`src/rtl/add_sub_serial.sv`:
```
// Digit-serial two's-complement adder/subtractor with start/busy/done handshake,
// optional signed saturation and carry/overflow/zero/negative status flags.
module add_sub_serial #(
    parameter int unsigned WIDTH = 8,
    parameter int unsigned DIGIT = 1
) (
    input  logic             clk,
    input  logic             rst_n,
    input  logic             start,
    input  logic [WIDTH-1:0] a,
    input  logic [WIDTH-1:0] b,
    input  logic             select,
    input  logic             sat,
    output logic             busy,
    output logic             done,
    output logic [WIDTH-1:0] result,
    output logic             carry,
    output logic             overflow,
    output logic             zero,
    output logic             negative
);

    localparam int unsigned N  = WIDTH / DIGIT;
    localparam int unsigned CW = (N > 1) ? $clog2(N) : 1;

    typedef enum logic {
        IDLE,
        RUN
    } state_t;

    state_t           state;
    logic [WIDTH-1:0] op_a;
    logic [WIDTH-1:0] op_b;
    logic [WIDTH-1:0] partial;
    logic             cin;
    logic             sat_q;
    logic             msb_a;
    logic             msb_b;
    logic [CW-1:0]    cnt;

    logic [DIGIT:0]   digit_sum;
    logic [WIDTH-1:0] raw;
    logic [WIDTH-1:0] sat_val;
    logic [WIDTH-1:0] final_res;
    logic             raw_ovf;

    // One digit of the ripple sum; the new digit enters at the top of the partial result.
    always_comb begin
        digit_sum = {1'b0, op_a[DIGIT-1:0]} + {1'b0, op_b[DIGIT-1:0]} + (DIGIT+1)'(cin);
        raw       = WIDTH'({digit_sum[DIGIT-1:0], partial} >> DIGIT);
        raw_ovf   = (msb_a == msb_b) && (raw[WIDTH-1] != msb_a);
        sat_val   = msb_a ? {1'b1, {(WIDTH-1){1'b0}}} : {1'b0, {(WIDTH-1){1'b1}}};
        final_res = (sat_q && raw_ovf) ? sat_val : raw;
    end

    always_ff @(posedge clk) begin
        if (!rst_n) begin
            state    <= IDLE;
            busy     <= 1'b0;
            done     <= 1'b0;
            result   <= '0;
            carry    <= 1'b0;
            overflow <= 1'b0;
            zero     <= 1'b0;
            negative <= 1'b0;
            op_a     <= '0;
            op_b     <= '0;
            partial  <= '0;
            cin      <= 1'b0;
            sat_q    <= 1'b0;
            msb_a    <= 1'b0;
            msb_b    <= 1'b0;
            cnt      <= '0;
        end else begin
            done <= 1'b0;
            case (state)
                IDLE: begin
                    if (start) begin
                        op_a  <= a;
                        op_b  <= b ^ {WIDTH{select}};
                        cin   <= select;
                        sat_q <= sat;
                        msb_a <= a[WIDTH-1];
                        msb_b <= b[WIDTH-1] ^ select;
                        cnt   <= '0;
                        busy  <= 1'b1;
                        state <= RUN;
                    end
                end
                RUN: begin
                    op_a    <= op_a >> DIGIT;
                    op_b    <= op_b >> DIGIT;
                    cin     <= digit_sum[DIGIT];
                    partial <= raw;
                    cnt     <= cnt + CW'(1);
                    // Last digit: publish result and flags for exactly one done cycle.
                    if (cnt == CW'(N - 1)) begin
                        result   <= final_res;
                        carry    <= digit_sum[DIGIT];
                        overflow <= raw_ovf;
                        zero     <= (final_res == '0);
                        negative <= final_res[WIDTH-1];
                        done     <= 1'b1;
                        busy     <= 1'b0;
                        state    <= IDLE;
                    end
                end
                default: state <= IDLE;
            endcase
        end
    end

endmodule

```
`config.mk`:
```
export PLATFORM = sky130hd
export DESIGN_NAME = add_sub_serial
export DESIGN_NICKNAME = d
export VERILOG_FILES = /design/src/rtl/add_sub_serial.sv
export SDC_FILE = /design/constraint.sdc
export NUM_CORES = 1
export LEC_CHECK = 0
export CAP_MARGIN = 0
export CELL_PAD_IN_SITES_DETAIL_PLACEMENT = 1
export CELL_PAD_IN_SITES_GLOBAL_PLACEMENT = 2
export CORE_MARGIN = 2
export CORE_UTILIZATION = 32
export CTS_CLUSTER_SIZE = 14
export DETAILED_ROUTE_END_ITERATION = 10
export GPL_ROUTABILITY_DRIVEN = 1
export PLACE_DENSITY = 0.81
export SLEW_MARGIN = 20
export SYNTH_ARGS = -nofsm -noshare
export SYNTH_HDL_FRONTEND = slang
export SYNTH_SLANG_ARGS = --single-unit
```
`constraint.sdc`:
```
create_clock -name clk -period 2.2 [get_ports clk]
set_clock_uncertainty 0.15 [all_clocks]
set_input_delay 0.33 -clock clk [delete_from_list [all_inputs] [get_ports clk]]
set_output_delay 0.33 -clock clk [all_outputs]
set_load 0.02 [all_outputs]
```
==> results of run 1 <==
==> metal layers <==
layer / vias to the layer above / track usage [%] / share of wire, %
met3: 2 / 4.154 / 3.8
met1: 738 / 16.63 / 49
met5: - / 0 / 0
met4: 0 / 3.519 / 0.63
li1: 780 / - / -
met2: 25 / 21.45 / 47
==> state kept, by name, summed over array words and instances, names as in the netlist, 3 cells and up <==
register,flops
op_a,8
op_b,8
result,8
partial,7
cnt,3
==> cells in the mapped netlist (2+ instances only) <==
master and n:
a21boi_0 2, o21ai_0 30, clkbuf_1 4, nor3b_1 3, nand2_1 14, inv_1 2
buf_4 4, buf_2 2, and2_1 9, dfxtp_1 44, nand3_1 8, nor2b_1 12
xor2_1 7, ha_1 2, a21oi_1 9, nor2_1 4, mux2i_1 26, nand2b_1 2
o211a_1 2, buf_6 6
==> through the flow <==
stage | instance area [um2] | hold slack (ns) | setup slack [ns] | utilization, % | instances
floorplan | 2031 | 0.3024 | 0.5971 | - | 210
global placement | 2402 | 0.3118 | 0.4047 | 38.49 | 311
detailed placement | 2402 | 0.3121 | 0.3718 | 38.49 | 311
CTS | 2510 | 0.3347 | 0.3928 | 40.22 | 319
global route | 2510 | 0.3613 | 0.2945 | 40.22 | 319
finish | 2510 | 0.3224 | 0.4137 | 40.22 | 319
==> final cells by class <==
cell class | count | area [um2]
Tap cell | 77 | 96.34
Timing Repair Buffer | 40 | 397.9
Inverter | 2 | 7.507
Fill cell | 728 | 3731
Sequential cell | 44 | 880.8
Multi-Input combinational cell | 148 | 1020
Clock inverter | 2 | 35.03
Clock buffer | 6 | 72.57
==> worst max-delay path: cells and delay by family, from the launching register on <==
family / cells / cell delay [ns]
AOI/OAI and AO/OA: 1 / 0.18
DFF: 1 / 0.34
and+or+nand+nor: 2 / 0.44
adders and majority gates: 1 / 0.60
==> cells by family after synthesis <==
| family | count (synthesis) |
|---|---|
| xor+xnor | 8 |
| simple gates | 62 |
| fa+ha+maj | 3 |
| flops | 44 |
| mux | 26 |
| buf+inv | 18 |
| compound gates | 49 |
==> power groups by stage <==
stage	Sequential [mW]	Combinational, mW	Clock, mW
2_1_floorplan	0.865	0.143	0
3_3_place_gp	0.868	0.204	0
3_5_place_dp	0.869	0.207	0
4_1_cts	0.851	0.208	0.631
5_1_grt	0.856	0.230	0.667
6_report	0.850	0.203	0.607
==> how the worst min path moves through the flow <==
stage                              start              endpoint  slack (ns)  depth (start not counted)
global route           zero$_SDFFE_PN0P_     zero$_SDFFE_PN0P_        0.36                          2
detailed placement     zero$_SDFFE_PN0P_     zero$_SDFFE_PN0P_        0.31                          2
CTS                    zero$_SDFFE_PN0P_     zero$_SDFFE_PN0P_        0.33                          2
finish                 zero$_SDFFE_PN0P_     zero$_SDFFE_PN0P_        0.32                          2
global placement       zero$_SDFFE_PN0P_     zero$_SDFFE_PN0P_        0.31                          2
floorplan           op_b[1]$_SDFFE_PN0P_  op_b[0]$_SDFFE_PN0P_        0.30                          2
==> results.toml, run 1 <==
[status]
outcome = "complete, no violations"

[sta]
hold_viol_final = 0
setup_viol = 0
relSlewSlack_pct = 66.25
finalCriticalPeriod_ns = 1.786
slew_violations = 0
tightestPinTransition_ns = 0.5046
fin_crit_sh_pct = 81.19
setup_tns_ns = 0
max_freq_mhz = 559.8
rsz0062_at_grt = "no"

[routing]
wl_um = 4281
wl_per_cell_um = 13.42
first_iter_violations = 27
dr.pass1.iters = 4
vias_per_cell = 4.843
num_vias = 1545
detail-route-antenna-nets = 0
drc = 0

[cts]
cts_tree = "built"
cts_resized = 0
clock_path_buffers = 2
cts_hold_buf = 0
post-cts-setup-buffers = 0
cts_buffers = 5
clockRootBuffer = "clkbuf_8"
clk_transition_reported_paths_ns = 0.09
cts.sinks = 44
insertion_delay_ns = 0.29
cts.htree.levels = 2

[floorplan]
die_w_um = 83.66
rows = 29
die_h_um = 83.66
core_um2 = 6241
io_pins = 35
initial_utilization_pct = 32.54
dieArea_um2 = 6999

[grt]
gr-usage-all-layers_pct = 13.08
grt-ovfl-total = 0
grt_pass1_vias = 1585
grt_first_pass_wirelength_um = 7396
grt_max_degree = 31
antenna_found_initial = 0

[pwr]
p_comb_share_pct = 12.2
clkPwrFrac_pct = 36.6
leakage_nw = 0.9958
p_per_area_nw_per_um2 = 661.7
power_switching_share_pct = 23.22
power.internal_mw = 1.275
power_mw = 1.661
p_switching_mw = 0.3856
power_frac_seq_pct = 51.2
ir_drop_uv = 270.1

[synth]
yosys.cell_types.count = 38
synth_compound_area_share_pct = 13.37
ys_seq_area_share_pct = 43.38
synth_xor_area_share_pct = 3.450
syn_area_um2 = 2031
synth.ff_latch_count = 44
yosysTopAreaCell = "dfxtp_1"
ys_warn_count = 0
syn_area_per_cell_um2 = 9.670
yosysTopAreaCellShare_pct = 43.38
synthAdderAreaFrac_pct = 2.218
syn_nets = 234
syn_inst = 210
synth_edf_count = 0
synthSimpleGateAreaFrac_pct = 18.36
synth_area_leaders = "dfxtp_1 43%, mux2i_1 13%, o21ai_0 7.4%"
synthMuxAreaShare_pct = 12.82
async_flop_share_pct = 0
ys.flop_type = "dfxtp_1"
synth_top_family_by_area = "simple AND/OR/NAND/NOR gates"

[critical_path]
path_class = "flip-flop to flip-flop"
startpoint = "op_a[0]$_SDFFE_PN0P_"
max_stage_delay_ns = 0.60
r2r_end = "zero$_SDFFE_PN0P_"
crit_chain = "fa_1, nand3b_4, nand4b_1, a21boi_0"
rrSetupSlack_ns = 0.41
startpoint_type = "flip-flop"
r2r_cells = 4
cp.required_ns = 2.26
crit_arrival_ns = 1.85
crit_path_end = "zero$_SDFFE_PN0P_"
rr_startpoint = "op_a[0]$_SDFFE_PN0P_"
worstSetupEndpointType = "flip-flop"
critPathSlowestCell = "fa_1"
cp_max_fo = 8

[final_layout]
layout.nets = 265
syn2layout_area_growth_pct = 23.60
antennaDiodeCount = 0
layout-drive-gt1-share_pct = 7.851
layout_commonest_cell = "dfxtp_1"
mostFrequentLayoutCells = "44 x dfxtp_1, 34 x clkdlybuf4s50_1, 30 x o21ai_0"

[flow_run]
maxCapViolations = 0

[placed_design]
dp_hpwl_um = 2956
gp_congestion = 0.7238
portBuffers = 34

[worst_hold_path]
hold_class = "flip-flop to flip-flop"
No activity file was read; power rests on OpenSTA's default activity.
==> inputs of run 2 (changes only) <==
Clock period 2.2 ns to 1.8 ns, I/O delays scaled along.
==> run 2 against run 1 <==
Clock power up 20%. Die area unchanged. Routed wire length up 2.0%. Worst setup slack worse by 0.31 ns. Sequential power up 22%. Via count up 1.2%. Clock-buffer cell count down 1. Register-to-register slack worse by 0.30 ns. First-iteration DRC count up 7.4%. Largest cell class unchanged.
==> results.toml, run 2 (synthesis gave the netlist of run 1 again) <==
[routing]
dr.pass1.iters = 2
detail-route-antenna-nets = 0
num_vias = 1564
wl_um = 4368
vias_per_cell = 4.903
first_iter_violations = 29
drc = 0
wl_per_cell_um = 13.69

[cts]
insertion_delay_ns = 0.30
cts.sinks = 44
cts_buffers = 5
post-cts-setup-buffers = 0
clockRootBuffer = "clkbuf_8"
clock_path_buffers = 2
cts.htree.levels = 2
clk_transition_reported_paths_ns = 0.08
cts_tree = "built"
cts_hold_buf = 0

[critical_path]
path_class = "flip-flop to output pin"
r2r_end = "result[1]$_SDFFE_PN0P_"
r2r_cells = 4
cp.required_ns = 1.38
critical_path_depth = 1
startpoint_type = "flip-flop"
critPathBufInv = 1
rr_startpoint = "op_b[0]$_SDFFE_PN0P_"
rrSetupSlack_ns = 0.11
cpLargestDelayFamily = "buffers and inverters"
worstSetupEndpointType = "output pin"
crit_chain = "clkdlybuf4s50_1"
crit_path_end = "busy"
critPathSlowestCell = "clkdlybuf4s50_1"
cp_max_fo = 3
startpoint = "busy$_SDFFE_PN0P_"
crit_arrival_ns = 1.28
max_stage_delay_ns = 0.61

[sta]
setup_tns_ns = 0
slew_violations = 0
fin_crit_sh_pct = 94.20
max_freq_mhz = 589.8
tightestPinTransition_ns = 0.4503
hold_viol_final = 0
setup_viol = 0
rsz0062_at_grt = "no"
finalCriticalPeriod_ns = 1.696
relSlewSlack_pct = 69.94

[floorplan]
rows = 29
dieArea_um2 = 6999
initial_utilization_pct = 32.54
core_um2 = 6241
die_w_um = 83.66
die_h_um = 83.66
io_pins = 35

[final_layout]
layout-drive-gt1-share_pct = 9.504
final_core_util_pct = 40.62
top_regs = "op_a (8), op_b (8), result (8)"
mostFrequentLayoutCells = "43 x dfxtp_1, 34 x clkdlybuf4s50_1, 30 x o21ai_0"
fillers = 717
layout_commonest_cell = "dfxtp_1"
syn2layout_area_growth_pct = 24.83
antennaDiodeCount = 0
fin_area_um2 = 2535
fin_cells = 319
layout.nets = 267

[grt]
gr-usage-all-layers_pct = 13.09
grt-ovfl-total = 0
antenna_found_initial = 0
grt_pass1_vias = 1558
grt_first_pass_wirelength_um = 7389
grt_max_degree = 27

[placed_design]
place_inst = 313
gp_congestion = 0.7467
dpl_cell_area_um2 = 2430
portBuffers = 34
dp_hpwl_um = 3007

[pwr]
ir_drop_uv = 336.8
p_per_area_nw_per_um2 = 799.8
leakage_nw = 1.001

[flow_run]
maxCapViolations = 0

[status]
outcome = "complete, no violations"

[worst_hold_path]
hold_class = "flip-flop to flip-flop"
[run 2: cell count changes in the layout (fill, tap and decap cells not counted), sizes merged]
cell and change:
clkbuf -1, clkinv -1, buf +2
[run 2: worst reg2reg max path, delay by kind of cell, from the launching register on]
family	cells	cell delay [ns]
flops	1	0.38
simple gates	1	0.21
fa+ha+maj	1	0.49
compound gates	2	0.36
[run 2: worst min path at each step]
stage                                 to  cells past startpoint               from  slack [ns]
global route           zero$_SDFFE_PN0P_                      2  zero$_SDFFE_PN0P_        0.36
global placement       zero$_SDFFE_PN0P_                      2  zero$_SDFFE_PN0P_        0.31
floorplan           op_a[7]$_SDFFE_PN0P_                      2               a[7]        0.27
detailed placement     zero$_SDFFE_PN0P_                      2  zero$_SDFFE_PN0P_        0.32
CTS                    zero$_SDFFE_PN0P_                      2  zero$_SDFFE_PN0P_        0.33
finish                 zero$_SDFFE_PN0P_                      2  zero$_SDFFE_PN0P_        0.32
[run 2: layout make-up]
type | instances | area (um2) | share of cell area [%]
Inverter | 2 | 7.507 | 0.2962
Clock inverter | 1 | 30.03 | 1.185
Sequential cell | 44 | 882.1 | 34.80
Timing Repair Buffer | 42 | 425.4 | 16.78
Clock buffer | 5 | 68.82 | 2.715
Tap cell | 77 | 96.34 | 3.801
Multi-Input combinational cell | 148 | 1025 | 40.42
[run 2: layer usage]
layer,up-vias,track usage [%],part of all wire [%]
met5,-,0,0
met4,0,3.519,1.4
met3,6,3.858,3.7
met2,25,20.65,45
met1,743,17.51,50
li1,790,-,-
[run 2: report_power, final]
part           internal, mW  switching [mW]
clock network         0.399           0.328
registers              1.01          0.0328
logic                 0.144           0.112
[run 2: what timing repair did]
item                                    CTS  global route
endpoints found under the hold margin     0             0
gates resized for setup                   0             4
endpoints found under the setup margin    0             6
[run 2: through the flow]
| stage | worst slack (ns) | power (mW) | hold slack (ns) |
|---|---|---|---|
| after floorplan | 0.1971 | 1.232 | 0.2672 |
| after global placement | 0.06548 | 1.322 | 0.3062 |
| after detailed placement | 0.01701 | 1.326 | 0.3158 |
| after CTS | 0.005504 | 2.054 | 0.3348 |
| after global routing | 0.006112 | 2.130 | 0.3552 |
| final | 0.1045 | 2.027 | 0.3168 |
